<file path="src/rtl/serial_frame_pkg.sv">
// -----------------------------------------------------------------------------
// serial_frame_pkg
//   Shared definitions for the serial frame receiver:
//     - default field widths (command, data, bit counter)
//     - frame width derivation (adds one parity bit when FRAME_PARITY_EN is set)
//     - receiver FSM state encoding (IDLE, SHIFT, WAIT_END)
//   Optional feature macro: FRAME_PARITY_EN
// -----------------------------------------------------------------------------
package serial_frame_pkg;

  localparam int CMD_W_DEF  = 8;
  localparam int DATA_W_DEF = 32;
  localparam int CNT_W_DEF  = 6;

`ifdef FRAME_PARITY_EN
  localparam int PAR_W = 1;
`else
  localparam int PAR_W = 0;
`endif

  // Total number of serial bits that make up one frame.
  function automatic int frame_w(input int cmd_w, input int data_w);
    return cmd_w + data_w + PAR_W;
  endfunction

  typedef enum logic [1:0] {
    IDLE     = 2'd0,
    SHIFT    = 2'd1,
    WAIT_END = 2'd2
  } state_e;

endpackage

</file>
<file path="src/rtl/rx_bit_counter.sv">
// -----------------------------------------------------------------------------
// rx_bit_counter
//   Counts accepted serial bits 0..FRAME_W-1 and flags when the next accepted
//   bit is the final bit of the frame.
// Ports:
//   clk      in  system clock
//   reset_n  in  asynchronous active-low reset (count -> 0)
//   inc      in  an accepted bit is being shifted in this cycle
//   clr      in  synchronous clear (frame complete or aborted); wins over inc
//   last     out count == FRAME_W-1 (the bit being accepted completes the frame)
// -----------------------------------------------------------------------------
module rx_bit_counter #(
  parameter int CNT_W   = 6,
  parameter int FRAME_W = 40
) (
  input  logic clk,
  input  logic reset_n,
  input  logic inc,
  input  logic clr,
  output logic last
);

  logic [CNT_W-1:0] count;

  always_ff @(posedge clk or negedge reset_n) begin
    if (!reset_n) begin
      count <= '0;
    end else if (clr) begin
      count <= '0;
    end else if (inc) begin
      count <= count + CNT_W'(1);
    end
  end

  assign last = (count == CNT_W'(FRAME_W - 1));

endmodule

</file>
<file path="src/rtl/serial_frame_rx.sv">
// -----------------------------------------------------------------------------
// serial_frame_rx
//   Serial-to-parallel front end for command/data frames. Bits arrive MSB
//   first (command then data, plus an even-parity bit when FRAME_PARITY_EN is
//   defined) and are accepted on cycles where frame_active & sin_valid. Each
//   complete frame is offered on a single-entry valid/ready output register.
//   Optional feature macro: FRAME_PARITY_EN
//
// Handshake: out_valid/out_cmd/out_data/out_perr form one valid/ready channel.
//   A frame transfers on any cycle with out_valid & out_ready. While out_valid
//   is high and out_ready low the payload is held stable. A frame completing
//   into a full, stalled register is dropped and sets the sticky overflow flag.
//
// Ports:
//   clk, reset_n           clock, asynchronous active-low reset
//   frame_active           frame in progress (chip select)
//   sin, sin_valid         serial bit and its strobe
//   out_valid, out_ready   output handshake
//   out_cmd, out_data      received command / data fields
//   out_perr               parity error for held frame (0 without parity)
//   frame_abort            one-cycle pulse: frame_active fell mid-frame
//   overflow, ovf_clr      sticky dropped-frame flag and its clear
//   dbg_state              current FSM state
// -----------------------------------------------------------------------------
module serial_frame_rx
  import serial_frame_pkg::*;
#(
  parameter int CMD_W  = CMD_W_DEF,
  parameter int DATA_W = DATA_W_DEF,
  parameter int CNT_W  = CNT_W_DEF
) (
  input  logic              clk,
  input  logic              reset_n,
  input  logic              frame_active,
  input  logic              sin,
  input  logic              sin_valid,
  output logic              out_valid,
  input  logic              out_ready,
  output logic [CMD_W-1:0]  out_cmd,
  output logic [DATA_W-1:0] out_data,
  output logic              out_perr,
  output logic              frame_abort,
  output logic              overflow,
  input  logic              ovf_clr,
  output state_e            dbg_state
);

  localparam int FRAME_W = frame_w(CMD_W, DATA_W);

  state_e             state;
  logic [FRAME_W-2:0] shift_q;
  logic [FRAME_W-1:0] frame_next;
  logic [CMD_W-1:0]   cmd_next;
  logic [DATA_W-1:0]  data_next;
  logic               perr_next;
  logic               accept;
  logic               complete;
  logic               abort;
  logic               cnt_last;

  assign accept   = frame_active & sin_valid;
  assign complete = (state == SHIFT) & accept & cnt_last;
  assign abort    = (state == SHIFT) & ~frame_active;

  // Full frame as it stands once the current bit is shifted in.
  assign frame_next = {shift_q, sin};
  assign cmd_next   = frame_next[FRAME_W-1 -: CMD_W];
  assign data_next  = frame_next[FRAME_W-CMD_W-1 -: DATA_W];

`ifdef FRAME_PARITY_EN
  // Even parity: XOR of all bits including the parity bit must be 0.
  assign perr_next = ^frame_next;
`else
  assign perr_next = 1'b0;
`endif

  rx_bit_counter #(
    .CNT_W   (CNT_W),
    .FRAME_W (FRAME_W)
  ) u_cnt (
    .clk     (clk),
    .reset_n (reset_n),
    .inc     (accept & (state != WAIT_END)),
    .clr     (complete | abort),
    .last    (cnt_last)
  );

  always_ff @(posedge clk or negedge reset_n) begin
    if (!reset_n) begin
      state       <= IDLE;
      shift_q     <= '0;
      out_valid   <= 1'b0;
      out_cmd     <= '0;
      out_data    <= '0;
      out_perr    <= 1'b0;
      frame_abort <= 1'b0;
      overflow    <= 1'b0;
    end else begin
      frame_abort <= 1'b0;

      case (state)
        IDLE: begin
          if (accept) begin
            shift_q <= frame_next[FRAME_W-2:0];
            state   <= SHIFT;
          end
        end
        SHIFT: begin
          if (!frame_active) begin
            frame_abort <= 1'b1;
            shift_q     <= '0;
            state       <= IDLE;
          end else if (accept) begin
            if (cnt_last) begin
              shift_q <= '0;
              state   <= WAIT_END;
            end else begin
              shift_q <= frame_next[FRAME_W-2:0];
            end
          end
        end
        WAIT_END: begin
          // Extra strobes after a full frame are ignored until deselect.
          if (!frame_active) begin
            state <= IDLE;
          end
        end
        default: state <= IDLE;
      endcase

      // Holding register: load when empty or being drained this cycle.
      if (complete && (!out_valid || out_ready)) begin
        out_valid <= 1'b1;
        out_cmd   <= cmd_next;
        out_data  <= data_next;
        out_perr  <= perr_next;
      end else if (out_valid && out_ready) begin
        out_valid <= 1'b0;
      end

      // Set has priority over a simultaneous clear.
      if (complete && out_valid && !out_ready) begin
        overflow <= 1'b1;
      end else if (ovf_clr) begin
        overflow <= 1'b0;
      end
    end
  end

  assign dbg_state = state;

endmodule
</file>
<file path="config.mk">
export PLATFORM = sky130hd
export DESIGN_NAME = serial_frame_rx
export DESIGN_NICKNAME = d
export VERILOG_FILES = /design/src/rtl/serial_frame_pkg.sv /design/src/rtl/rx_bit_counter.sv /design/src/rtl/serial_frame_rx.sv
export SDC_FILE = /design/constraint.sdc
export NUM_CORES = 1
export LEC_CHECK = 0
export CORE_MARGIN = 8
export CORE_UTILIZATION = 48
export DETAILED_ROUTE_END_ITERATION = 6
export GPL_ROUTABILITY_DRIVEN = 0
export PLACE_DENSITY = 0.73
export SLEW_MARGIN = 20
export SYNTH_ARGS = -nofsm -noshare
export SYNTH_HDL_FRONTEND = slang
export SYNTH_SLANG_ARGS = --single-unit
</file>
<file path="constraint.sdc">
create_clock -name clk -period 1.7 [get_ports clk]
set_input_delay 0.51 -clock clk [delete_from_list [all_inputs] [get_ports clk]]
set_output_delay 0.51 -clock clk [all_outputs]
set_load 0.02 [all_outputs]
</file>
==> impl_metrics.ini <==
[run_status]
status = finished with violations
violations = negative setup slack

[clocking]
clockRootBuffer = clkbuf_8
cts_buffers = 9
clkSinkCount = 90
cts.htree.levels = 3
clk_path_buf_depth = 2
clock_latency_ps = 340
cts_tree = built
clk_pin_slew_ps = 80
ctsHoldBuffers = 0

[logic_synthesis]
synth_fp_nets = 238
ys_async_sr_fraction_pct = 100.0
postSynthAreaPerCell_sq_um = 15.49
synth_seq_cells = 90
ys.flop_type = dfrtp_1
netlist_instances = 230
seq_area_frac_synth_pct = 63.22
synthDistinctLibCells = 28
yosys_warnings = 0
synth_edf_count = 0
netlist_area_sq_um = 3562

[worst_setup_path]
critPathKind = flop to flop
crit_buf_inv = 2
path_cells = ha_2 -> and2_4 -> nand4_1 -> nand2b_4 -> buf_12 -> buf_16 -> mux2_4
critical-path-top-delay-family = simple AND/OR/NAND/NOR gates
rrSetupSlack_ps = -30
endpoint_kind = flop
startpoint_type = flop
path_max_fanout = 6
cp_data_required_time_ps = 1930
critical_path.max_stage_delay_ps = 380
crit_arrival_ps = 1960
crit_slowest_cell = dfrtp_1

[routing]
vias_per_cell = 5.226
wl_per_cell_um = 16.71
drt_iter0_drc = 74
antenna_left = 0
drt-pass1-iter-count = 4
drc_errors = 0
vias = 2148
wl_mm = 6.869

[sta]
rsz0062_at_grt = true
worst_slack_ps = -26.06
setup_tns_ps = -229.0
period_needed_ps = 1726
max_freq_mhz = 579.4
min_period_over_period_pct = 101.5
drv_slew = 0
relSlewSlack_pct = 65.20
setup_viol_count_final = 11
holdWs_ps = 81.06
finClkSkew_ps = 8.231
tightest_slew_ps = 521.0
hold_viol = 0

[grt]
grt.overflow.total = 0
grt_pass1_vias = 2252
groute.usage.overall_pct = 13.92
grt_max_degree = 42
grt_pass1_wl_mm = 11.30
grt_antenna_before_repair = 0

[worst_hold_path]
hold_class = input port to asynchronous set/reset pin

[pwr]
ir_worst_vdd_uv = 483.7
total_power_mw = 3.873
powerDensity_nw_per_um2 = 845.6
p_leak_nw = 2.544

[floorplan]
rows = 31
io_pins = 53
die_area_sq_um = 10430
dieHeight_um = 102.1
initial_core_util_pct = 49.38
die_w_um = 102.1
coreArea_sq_um = 7214

[layout]
antenna_cells = 0
area_delta_synth_final_pct = 28.59
drive_gt1_share_pct = 28.53
final_nets = 315

[place]
numPortBuffers = 51
dpl.hpwl_mm = 4.526
post-place-ws_ps = -436.4

[job]
max_cap_viol_count = 0
final timing paths:
check / from / cells after the start / end
setup / recovery: u_cnt.count[1] / 7 / out_data[25]
hold / removal: reset_n / 1 / shift_q[33]
setup reg to reg: u_cnt.count[1] / 7 / out_data[25]
hold reg to reg: out_cmd[7] / 1 / out_cmd[7]
max in group asynchronous: reset_n / 2 / shift_q[11]
min in group clk: out_cmd[7] / 1 / out_cmd[7]
cells in the mapped netlist (3+ instances only):
master    count  area share (%)
buf_2         5            0.70
a22o_1       39             9.6
mux2_4       40              17
buf_6         4             1.3
nor2_1        9            0.95
xnor2_1       5             1.2
nand2_1       7            0.74
dfrtp_1      90              63
a21oi_1       3            0.42
nand2b_1      3            0.53
clkbuf_1      3            0.32
layout make-up:
class | instances | area, sq um
Sequential cell | 90 | 2252
Inverter | 1 | 3.754
Clock inverter | 5 | 37.54
Clock buffer | 11 | 151.4
Fill cell | 559 | 2634
Tap cell | 99 | 123.9
Timing Repair Buffer | 79 | 787.0
Multi-Input combinational cell | 126 | 1225
state kept, by name (all words and copies together) (netlist names):
register	flops
overflow	1
u_cnt.count	6
frame_abort	1
out_data	32
shift_q	39
out_cmd	8
dbg_state	2
out_valid	1
kinds of logic after synthesis:
family	Yosys count	synth area share (%)
AO/OA/AOI/OAI	46	10.68
XOR/XNOR	5	1.229
adder cells (fa/ha/maj)	1	0.3512
buffers and inverters	14	2.599
flip-flops	90	63.22
multiplexers	40	16.86
other	1	0.1053
AND/OR/NAND/NOR	33	4.953
repair_timing:
action	4_1_cts	5_1_grt
gates cloned	2	0
gates resized for setup	51	0
buffers inserted	5	3
endpoints found under the setup margin	85	42
pin swaps	0	1
worst reg2reg max path: cells and delay by family, from the launching register on:
family | cells | cell delay [ps]
buffers and inverters | 2 | 290
DFF | 1 | 380
adders and majority gates | 1 | 200
and+or+nand+nor | 3 | 470
muxes | 1 | 290
cells in the final DEF, fill, tap and decap left out, types with 3 or more instances in the layout:
cell             count
nor2_1               8
dlygate4sd2_1       47
clkdlybuf4s50_1      3
a22o_1              39
dfrtp_1             90
buf_4               20
clkbuf_8            11
mux2_4              40
xnor2_1              5
nand2_1              7
buf_12               7
a21oi_1              3
nand2b_1             3
metal layers:
metal	routed length [um]	up-vias	GRT usage (%)
met1	3309	1092	19.22
met5	0	-	0
met4	22	0	5.192
met2	3126	55	19.94
li1	-	995	-
met3	411	6	4.428
power breakdown:
part | switching (mW) | internal, mW
Combinational | 0.157 | 0.151
Sequential | 0.0408 | 2.18
Clock | 0.725 | 0.616
per-stage QoR:
stage	util, %	instances	instance area [sq um]
final	63.49	411	4581
after global routing	63.49	411	4581
after CTS	63.18	408	4558
after detailed placement	59.85	385	4318
after global placement	59.85	385	4318
after floorplan	-	230	3562
Note: power is estimated with default switching activity, not from simulation.
